$ cat src/rtl/frame_egress_process_if.sv
// Egress port bundle: output-queue cell head in, transmit byte/pointer FIFO writes out.
interface frame_egress_process_if;
    logic [127:0] cell_data;
    logic         cell_first;
    logic         cell_valid;
    logic         cell_rd;
    logic         tx_bp;
    logic [7:0]   tx_data;
    logic         tx_data_wr;
    logic [15:0]  tx_ptr_din;
    logic         tx_ptr_wr;
    logic [15:0]  drop_cnt;

    modport master (
        output cell_data, cell_first, cell_valid, tx_bp,
        input  cell_rd, tx_data, tx_data_wr, tx_ptr_din, tx_ptr_wr, drop_cnt
    );
    modport slave (
        input  cell_data, cell_first, cell_valid, tx_bp,
        output cell_rd, tx_data, tx_data_wr, tx_ptr_din, tx_ptr_wr, drop_cnt
    );
endinterface

$ cat src/rtl/frame_egress_process.sv
// Per-port egress reassembler: strips the 2-byte cell header, serialises frame bytes
// one per cycle into the tx byte FIFO and closes each frame with a length word.
module frame_egress_process (
    input  logic                  clk,
    input  logic                  rst,
    frame_egress_process_if.slave bus
);
    typedef enum logic [1:0] {IDLE, DATA, PTR} state_t;
    localparam logic [4:0] CELL_END = 5'd16;

    state_t       state, state_nxt;
    logic [127:0] sbuf, sbuf_nxt;
    logic [4:0]   cidx, cidx_nxt;
    logic [10:0]  flen, flen_nxt;
    logic [10:0]  fidx, fidx_nxt;
    logic [7:0]   data_q, data_nxt;
    logic         data_wr_q, data_wr_nxt;
    logic [15:0]  ptr_q, ptr_nxt;
    logic         ptr_wr_q, ptr_wr_nxt;
    logic [15:0]  drop_q, drop_nxt;
    logic         pop;
    logic [10:0]  hdr_len;

    assign hdr_len = {bus.cell_data[126:124], bus.cell_data[119:112]};

    // Outputs are registered, so each cycle decides the byte/pointer seen next cycle.
    // cidx/fidx therefore index the next byte to emit, one ahead of the outputs.
    always_comb begin
        state_nxt   = state;
        sbuf_nxt    = sbuf;
        cidx_nxt    = cidx;
        flen_nxt    = flen;
        fidx_nxt    = fidx;
        data_nxt    = 8'h00;
        data_wr_nxt = 1'b0;
        ptr_nxt     = 16'h0000;
        ptr_wr_nxt  = 1'b0;
        drop_nxt    = drop_q;
        pop         = 1'b0;
        case (state)
            IDLE: begin
                if (bus.cell_valid && !bus.tx_bp) begin
                    pop = 1'b1;
                    if (!bus.cell_first || hdr_len < 11'd3) begin
                        drop_nxt = (drop_q == 16'hFFFF) ? drop_q : drop_q + 16'd1;
                    end else begin
                        data_nxt    = bus.cell_data[111:104];
                        data_wr_nxt = 1'b1;
                        sbuf_nxt    = bus.cell_data << 24;
                        cidx_nxt    = 5'd3;
                        fidx_nxt    = 11'd3;
                        flen_nxt    = hdr_len;
                        state_nxt   = DATA;
                    end
                end
            end
            DATA: begin
                if (fidx == flen) begin
                    ptr_nxt    = {5'b0, flen - 11'd2};
                    ptr_wr_nxt = 1'b1;
                    state_nxt  = PTR;
                end else if (cidx != CELL_END) begin
                    data_nxt    = sbuf[127:120];
                    data_wr_nxt = 1'b1;
                    sbuf_nxt    = sbuf << 8;
                    cidx_nxt    = cidx + 5'd1;
                    fidx_nxt    = fidx + 11'd1;
                end else if (bus.cell_valid && !bus.cell_first) begin
                    // continuation cell captured and its byte 0 emitted in the same cycle
                    pop         = 1'b1;
                    data_nxt    = bus.cell_data[127:120];
                    data_wr_nxt = 1'b1;
                    sbuf_nxt    = bus.cell_data << 8;
                    cidx_nxt    = 5'd1;
                    fidx_nxt    = fidx + 11'd1;
                end else if (bus.cell_valid) begin
                    // a new frame's head cell arrived early: close this one as truncated
                    ptr_nxt    = {1'b1, 4'b0, fidx - 11'd2};
                    ptr_wr_nxt = 1'b1;
                    state_nxt  = IDLE;
                end
            end
            PTR:     state_nxt = IDLE;
            default: state_nxt = IDLE;
        endcase
    end

    always_ff @(posedge clk or posedge rst) begin
        if (rst) begin
            state     <= IDLE;
            sbuf      <= '0;
            cidx      <= '0;
            flen      <= '0;
            fidx      <= '0;
            data_q    <= '0;
            data_wr_q <= 1'b0;
            ptr_q     <= '0;
            ptr_wr_q  <= 1'b0;
            drop_q    <= '0;
        end else begin
            state     <= state_nxt;
            sbuf      <= sbuf_nxt;
            cidx      <= cidx_nxt;
            flen      <= flen_nxt;
            fidx      <= fidx_nxt;
            data_q    <= data_nxt;
            data_wr_q <= data_wr_nxt;
            ptr_q     <= ptr_nxt;
            ptr_wr_q  <= ptr_wr_nxt;
            drop_q    <= drop_nxt;
        end
    end

    assign bus.cell_rd    = pop & ~rst;
    assign bus.tx_data    = data_q;
    assign bus.tx_data_wr = data_wr_q;
    assign bus.tx_ptr_din = ptr_q;
    assign bus.tx_ptr_wr  = ptr_wr_q;
    assign bus.drop_cnt   = drop_q;
endmodule

$ cat src/flat_wrapper.sv
// flat-port wrapper written by rule: the top's interface ports become plain ports
module frame_egress_process_flat 
  (clk, rst, bus_cell_data, bus_cell_first, bus_cell_valid, bus_tx_bp, bus_cell_rd, bus_tx_data, bus_tx_data_wr, bus_tx_ptr_din, bus_tx_ptr_wr, bus_drop_cnt);
  frame_egress_process_if bus_i ();
  input  logic clk;
  input  logic rst;
  input wire logic [$bits(bus_i.cell_data)-1:0] bus_cell_data;
  input wire logic [$bits(bus_i.cell_first)-1:0] bus_cell_first;
  input wire logic [$bits(bus_i.cell_valid)-1:0] bus_cell_valid;
  input wire logic [$bits(bus_i.tx_bp)-1:0] bus_tx_bp;
  output wire logic [$bits(bus_i.cell_rd)-1:0] bus_cell_rd;
  output wire logic [$bits(bus_i.tx_data)-1:0] bus_tx_data;
  output wire logic [$bits(bus_i.tx_data_wr)-1:0] bus_tx_data_wr;
  output wire logic [$bits(bus_i.tx_ptr_din)-1:0] bus_tx_ptr_din;
  output wire logic [$bits(bus_i.tx_ptr_wr)-1:0] bus_tx_ptr_wr;
  output wire logic [$bits(bus_i.drop_cnt)-1:0] bus_drop_cnt;
  assign bus_i.cell_data = bus_cell_data;
  assign bus_i.cell_first = bus_cell_first;
  assign bus_i.cell_valid = bus_cell_valid;
  assign bus_i.tx_bp = bus_tx_bp;
  assign bus_cell_rd = bus_i.cell_rd;
  assign bus_tx_data = bus_i.tx_data;
  assign bus_tx_data_wr = bus_i.tx_data_wr;
  assign bus_tx_ptr_din = bus_i.tx_ptr_din;
  assign bus_tx_ptr_wr = bus_i.tx_ptr_wr;
  assign bus_drop_cnt = bus_i.drop_cnt;
  frame_egress_process u_core (.clk(clk), .rst(rst), .bus(bus_i));
endmodule
$ cat config.mk
export PLATFORM = sky130hd
export DESIGN_NAME = frame_egress_process_flat
export DESIGN_NICKNAME = d
export VERILOG_FILES = /design/src/rtl/frame_egress_process_if.sv /design/src/rtl/frame_egress_process.sv /design/src/flat_wrapper.sv
export SDC_FILE = /design/constraint.sdc
export NUM_CORES = 1
export LEC_CHECK = 0
export CAP_MARGIN = 20
export CORE_AREA = 4 4 176 178
export CTS_CLUSTER_DIAMETER = 200
export DETAILED_ROUTE_END_ITERATION = 10
export DIE_AREA = 0 0 180 182
export HOLD_SLACK_MARGIN = 0.02
export PLACE_DENSITY_LB_ADDON = 0.12
export SLEW_MARGIN = 25
export SYNTH_ARGS = -nofsm -noshare
export SYNTH_HDL_FRONTEND = slang
export SYNTH_SLANG_ARGS = --single-unit
$ cat constraint.sdc
create_clock -name clk -period 6.7 [get_ports clk]
set_input_delay 1.34 -clock clk [delete_from_list [all_inputs] [get_ports clk]]
set_output_delay 1.34 -clock clk [all_outputs]
set_load 0.02 [all_outputs]
; Word-level counts from Yosys, hierarchy flattened
; Cells that the tools add are included.
[op_classes]
addsub = 5
n_lt_le_gt_ge = 1
eq_ne = 11
muxes = 51
bitwise = 4
n_reduce_logical = 11
[ops]
columns = cell, count
row1 = $mux W128, 5
row2 = $pmux W128 S2, 1
row3 = $mux W16, 5
row4 = $mux W11, 5
row5 = $mux W8, 5
row6 = $mux W5, 5
row7 = $pmux W11 S2, 1
row8 = $sub A11 B2 Y11 const B, 2
row9 = $add A16 B1 Y16 const B, 1
row10 = $eq A16 B16 Y1 const B, 1
row11 = $pmux W8 S2, 1
row12 = $mux W1, 13
row13 = $mux W2, 6
row14 = $add A11 B1 Y11 const B, 1
row15 = $eq A11 B11 Y1, 1
row16 = $lt A11 B2 Y1 const B, 1
row17 = $pmux W5 S2, 1
row18 = $reduce_and A5 Y1, 2
row19 = $ne A3 B2 Y1 const B, 3
row20 = $add A5 B1 Y5 const B, 1
row21 = $ne A5 B5 Y1 const B, 1
row22 = $ne A2 B2 Y1 const B, 2
row23 = $pmux W1 S2, 2
row24 = $pmux W2 S2, 1
row25 = other kinds (12), 16
[totals]
reg_bits = 199
output_inout_bits = 43
word_cells = 93

; Longest topological paths before layout
; Gate-level depths: netlist of run 1.
[logic_depth]
depth_word = 7
ltp_mapped = 11
depth_no_buf = 8

; Least setup slack after synthesis of run 1
; OpenSTA, ideal clock, no wires.
[synth_path]
path_kind = input to output
start = in bus_cell_valid
end = out bus_cell_rd
arrival_ns = 2.379
t_required_ns = 5.360
path_slack_ns = 2.981
path_stages = 4
path_cell_list = nor2b_1 clkbuf_1 a31oi_1 nor3_1
[synth_between]
elab_chain_len = 6
word_cells_on_any_way = 8
classes_between = mux (5) / bitwise (1) / reduce/logical (2)
[synth_lines]
columns = element, line_no
row1 = "start, declared", flat_wrapper.sv:9  ; input wire logic [$bits(bus_i.cell_valid)-1:0] bus_cell_valid;
row2 = $logic_and A1 B1 Y1, frame_egress_process.sv:68  ; end else if (bus.cell_valid && !bus.cell_first) begin
row3 = $mux W1, frame_egress_process.sv:68
row4 = $mux W1, frame_egress_process.sv:62  ; end else if (cidx != CELL_END) begin
row5 = $mux W1, frame_egress_process.sv:58  ; if (fidx == flen) begin
row6 = $pmux W1 S2 (*), frame_egress_process.sv:40  ; case (state)
row7 = $and A1 B1 Y1 (*), frame_egress_process.sv:114  ; assign bus.cell_rd = pop & ~rst;
row8 = "end, declared", flat_wrapper.sv:11  ; output wire logic [$bits(bus_i.cell_rd)-1:0] bus_cell_rd;
; Every way passes the cells marked *; elsewhere a longest branch is shown, timed or not.

; Final worst setup path of run 1
; Ends and elaborated chain as after synthesis.

==> results.toml, run 1 <==
[setup_path]
worst_path_most_repeated_cell = "clkdlybuf4s50_1"
cpPeakStageDelay_ns = 0.63
cp-end-kind = "output port"
arrival_ns = 3.26
reg2reg_depth = 10
critPathLaunch = "bus_cell_valid"
crit_end = "bus_cell_rd"
r2r_slack_ns = 3.14
worstSetupPathType = "in2out"
cp.required_ns = 5.36
r2r-end = "u_core.sbuf[36]"
reg2reg_from = "u_core.cidx[0]"
start_kind = "primary input"
path_cells = "clkdlybuf4s50_1 -> nor4b_1 -> a31oi_1 -> nor3_1 -> clkdlybuf4s50_1"
crit_slowest_cell = "clkdlybuf4s50_1"
cp_max_fo = 5

[placement]
dpl_cell_area_mm2 = 0.0122
io_buffers = 171
gp_congestion = 0.831
hpwl_um = 22500

[status]
status = "complete, no violations"

[die]
dieArea_mm2 = 0.0328
ios = 176
fp.dieW_um = 180
coreArea_mm2 = 0.0294
num_rows = 63
die_h_um = 182
initial_utilization_pct = 34.8

[sta]
slew_viol_final = 0
rsz0062_at_grt = "false"
max_freq_mhz = 217
final_hold_viol_count = 0
fin_skew_ns = 0.0157
slew_headroom_pct = 41.0
fin_crit_ns = 4.60
setup_viol = 0
holdWs_ns = 0.490
finalCritPeriodShare_pct = 68.7
worst_slew_pin_slew_ns = 0.886
setup_tns_ns = 0

[layout]
syn_to_final_growth_pct = 25.5
drive_gt1_share_pct = 9.94
nNetsFinal = 1385
antenna_cells = 0
stdcell_area_mm2 = 0.0128

[drt]
via_per_inst = 5.29
drcViolationCount = 0
routed_wl_um = 32500
dr.pass1.iters = 5
detail_route.wl_per_cell_um = 19.7
detail-route-antenna-nets = 0
drt_iter0_markers = 664
via_count = 8712

[clock_tree]
cts.sinks = 187
clkLatencyLatePin_ns = 0.44
post-cts-setup-buffers = 0
cts_buffer_depth = 2
clkSlewWorstSetupHoldPaths_ns = 0.08
cts-root-buf = "clkbuf_16"
cts_tree = "yes"
cts_buffers = 17
post_cts_resized = 0
cts_max_level = 4
cts-hold-fix-buffers = 0

[synthesis]
synth_largest_area_cell = "dfrtp_1"
syn_area_mm2 = 0.0102
synth_area_per_cell_um2 = 9.09
ys_types = 53
netlist.area_leader.share_pct = 45.8
yosys_register_bits = 187
yosysSeqAreaShare_pct = 45.8
synth_async_sr_flop_share_pct = 100
synth.area.top_cells = "dfrtp_1, nand2_1, o221ai_2, a21oi_1, nor2_1"
synth.most_common_cell = "nand2_1"
synthFlopType = "dfrtp_1"
synth_commonest_cells = "nand2_1, dfrtp_1, nor2_1"
netlist_instances = 1125
yosysWarningCount = 0
synth_edf_count = 0

[grt]
grt_util_all_layers_pct = 19.6
grt_max_degree = 138
grt_pass1_wl_um = 51100
globalRouteOverflowTotal = 0
grt_pass1_vias = 8689
antenna_found_initial = 0

[power]
p_int_uw = 3130
combinationalPowerShare_pct = 43.1
p_seq_share_pct = 35.1
p_per_area_mw_per_mm2 = 396
p_leak_uw = 0.00542
irDropWorstVdd_mv = 0.181
p_clk_share_pct = 21.8
p_switching_uw = 1950
swShare_pct = 38.4

[flow_run]
cap_violations = 0

[min_path]
hold_path.class = "reg2reg"
==> worst max-delay path, delay by kind of cell <==
family                 cells  cell delay, ns
buffers and inverters      2            1.15
AND/OR/NAND/NOR            2            0.65
AO/OA/AOI/OAI              1            0.11
==> routing by layer <==
metal / vias to the layer above / track usage, % / routed length (µm)
li1: 4119 / - / -
met1: 4310 / 27.6 / 15200
met2: 256 / 31.2 / 15300
met3: 27 / 3.65 / 1510
met4: 0 / 4.85 / 506
met5: - / 0 / 0
==> power by group through the flow <==
stage	Combinational (µW)	Clock [µW]	Sequential, µW
finish	2190	1110	1780
CTS	2210	1140	1780
global route	2440	1180	1820
global placement	2170	0	1790
detailed placement	2200	0	1800
floorplan	1690	0	1750
==> through the flow <==
stage	total power, µW	cells	utilization [%]	setup WS, ns
final	5080	1648	43.6	2.10
after global routing	5450	1648	43.6	1.92
after detailed placement	3990	1616	41.4	2.13
after CTS	5120	1648	43.6	2.11
after floorplan	3440	1128	-	0.275
after global placement	3960	1616	41.4	2.15
==> registers in the layout, summed over array words and instances (netlist names) <==
name                   cells
u_core.bus.drop_cnt       16
u_core.sbuf              120
u_core.bus.tx_data         8
u_core.fidx               11
u_core.bus.tx_ptr_din     12
u_core.bus.tx_ptr_wr       1
u_core.bus.tx_data_wr      1
u_core.state               2
u_core.flen               11
u_core.cidx                5
==> kinds of logic (layout without fill, tap and decap cells) <==
family	Yosys count	in the layout	synth area share [%]
xor gates and xnor gates	42	42	3.67
muxes	40	40	5.15
buffers and inverters	192	322	7.97
and+or+nand+nor	390	390	16.3
AOI/OAI and AO/OA	266	266	20.2
other	1	4	0.0367
adders and majority gates	7	7	0.857
DFF	187	187	45.8
==> placed cells by master (no fill, tap or decap), types with 4 or more instances in the layout <==
cell type          n
a21o_1             4
a21oi_1           94
a31oi_1           23
a32oi_1            4
and3_1             9
and4_1             6
buf_4             12
clkbuf_16         17
clkdlybuf4s50_1  171
conb_1             4
dfrtp_1          187
ha_1               7
inv_1            102
inv_6              4
mux2_4            25
mux2i_1           14
nand2_1          195
nand3_1           21
nand4_1           12
nor2_1           111
nor3_1            10
o211ai_1           9
o21ai_0           11
o21ai_1            9
o221ai_1          47
o221ai_2          40
o22ai_1           10
o31ai_1            4
or3_1              4
xnor2_1           30
xor2_1            11
==> worst min-delay path by stage <==
stage                               to  cells after the start               startpoint
2_1_floorplan          u_core.sbuf[33]                      1          u_core.sbuf[33]
3_3_place_gp   u_core.bus.drop_cnt[10]                      1  u_core.bus.drop_cnt[10]
3_5_place_dp    u_core.bus.drop_cnt[7]                      1   u_core.bus.drop_cnt[7]
4_1_cts         u_core.bus.drop_cnt[7]                      1   u_core.bus.drop_cnt[7]
5_1_grt         u_core.bus.drop_cnt[7]                      1   u_core.bus.drop_cnt[7]
6_report       u_core.bus.drop_cnt[10]                      1  u_core.bus.drop_cnt[10]
==> layout make-up <==
class,count,area [µm²]
Multi-Input combinational cell,749,4770
Sequential cell,187,4680
Fill cell,2905,16600
Inverter,104,405
Tap cell,390,488
Clock inverter,13,179
Clock buffer,19,453
Timing Repair Buffer,186,1850
Power figures use the tool's default switching activity.
==> run 2: changes to the inputs <==
clock period = 3.9 ns   (was 6.7 ns; I/O delays follow)
==> results.toml, run 2 (synthesized netlist as in run 1, its figures left out) <==
[status]
status = "complete, no violations"

[min_path]
worstHoldStart = "u_core.bus.drop_cnt[7]"
hold_depth = 1
hold_path.class = "reg2reg"
hold_end = "u_core.bus.drop_cnt[7]"

[placement]
hpwl_um = 22500
io_buffers = 171
gp_congestion = 0.817
post-place-cells = 1625
dpl_cell_area_mm2 = 0.0123

[drt]
routed_wl_um = 32700
via_count = 8694
drcViolationCount = 0
via_per_inst = 5.25
detail_route.wl_per_cell_um = 19.7
detail-route-antenna-nets = 0
drt_iter0_markers = 605
dr.pass1.iters = 5

[layout]
regMostFlops = "u_core.sbuf"
final-seq-area_mm2 = 0.00468
fill_cells = 2904
drive_gt1_share_pct = 10.5
syn_to_final_growth_pct = 25.8
stdcell_area_mm2 = 0.0129
largest_reg_flops = 120
stdcell_count = 1656
mostFrequentLayoutCells = "nand2_1, dfrtp_1, clkdlybuf4s50_1"
multi_input_area_mm2 = 0.00477
antenna_cells = 0
nNetsFinal = 1394
layout_commonest_cell = "nand2_1"

[clock_tree]
clkSlewWorstSetupHoldPaths_ns = 0.08
cts_max_level = 4
cts_buffer_depth = 2
post-cts-setup-buffers = 0
post_cts_resized = 0
cts-root-buf = "clkbuf_16"
cts-hold-fix-buffers = 0
cts.sinks = 187
cts_buffers = 17
clkLatencyLatePin_ns = 0.44
cts_tree = "yes"

[die]
coreArea_mm2 = 0.0294
dieArea_mm2 = 0.0328
initial_utilization_pct = 34.8
ios = 176
fp.dieW_um = 180
num_rows = 63
die_h_um = 182

[setup_path]
start_kind = "register"
reg2reg_depth = 6
cp-end-kind = "output port"
arrival_ns = 2.74
cp_max_fo = 9
r2r-end = "u_core.sbuf[108]"
r2r_slack_ns = 1.07
reg2reg_from = "u_core.state[1]"
cp.required_ns = 3.12
worstSetupPathType = "reg2out"

[grt]
globalRouteOverflowTotal = 0
grt_util_all_layers_pct = 19.4
top_usage_layer = "met2"
grt_pass1_wl_um = 50800
antenna_found_initial = 0
met2_usage_pct = 31.0
use_met1_pct = 28.1
grt_pass1_vias = 8711
grt_max_degree = 130
met3_usage_pct = 3.04

[sta]
fin_skew_ns = 0.0199
slew_headroom_pct = 48.4
fin_crit_ns = 3.52
final_hold_viol_count = 0
max_freq_mhz = 284
finalCritPeriodShare_pct = 90.3
worst_slew_pin_slew_ns = 0.768
rsz0062_at_grt = "false"
slew_viol_final = 0
setup_viol = 0
setup_tns_ns = 0

[power]
p_seq_share_pct = 35.4
combinationalPowerShare_pct = 44.3
p_switching_uw = 3410
p_clk_share_pct = 20.3
p_per_area_mw_per_mm2 = 670
p_leak_uw = 0.00544
swShare_pct = 39.5
p_int_uw = 5220
irDropWorstVdd_mv = 0.446

[flow_run]
cap_violations = 0
==> run 2: stage by stage <==
stage / utilization [%] / total power, µW / setup slack [ns] / hold WS (ns)
global route: 43.7 / 9240 / 0.210 / 0.519
global placement: 41.8 / 6870 / 0.203 / 0.473
CTS: 43.7 / 8690 / 0.390 / 0.496
detailed placement: 41.8 / 6920 / 0.239 / 0.484
floorplan: - / 5920 / 0.714 / 0.482
finish: 43.7 / 8620 / 0.379 / 0.493
==> run 2: layout make-up <==
cell class,instances,share of cell area (%)
Multi-Input combinational cell,749,37.1
Sequential cell,187,36.4
Timing Repair Buffer,195,15.3
Tap cell,390,3.79
Clock buffer,18,3.41
Inverter,104,3.08
Clock inverter,13,0.982
==> run 2: worst max path at each step <==
stage / slack (ns) / endpoint / cells past startpoint / from
2_1_floorplan: 0.71 / u_core.bus.drop_cnt[0] / 1 / rst
3_5_place_dp: 0.24 / u_core.bus.tx_data[2] / 8 / bus_cell_data[117]
3_3_place_gp: 0.20 / u_core.bus.tx_data[2] / 8 / bus_cell_data[118]
5_1_grt: 0.21 / bus_cell_rd / 5 / bus_cell_valid
4_1_cts: 0.39 / bus_cell_rd / 5 / bus_cell_valid
6_report: 0.38 / bus_cell_rd / 6 / u_core.fidx[2]
==> run 2: per-layer routing <==
layer,part of all wire [%],wire length [µm]
met1,48,15700
met2,47,15300
met5,0,0
met3,4.1,1360
met4,1.0,327
==> run 2: critical path: stages (launching register included) <==
cell and delay (ns):
dfrtp_1 0.55, xnor2_2 0.15, nand4_1 0.19, or3_1 0.46, a31oi_1 0.33, nor3_1 0.08, clkdlybuf4s50_1 0.55
==> run 2: power by group through the flow <==
stage / clock [µW] / sequential [µW] / combinational, µW
after floorplan: 0 / 3000 / 2910
after global placement: 0 / 3080 / 3800
after detailed placement: 0 / 3080 / 3840
after CTS: 1790 / 3050 / 3860
after global routing: 1850 / 3130 / 4260
final: 1750 / 3050 / 3820
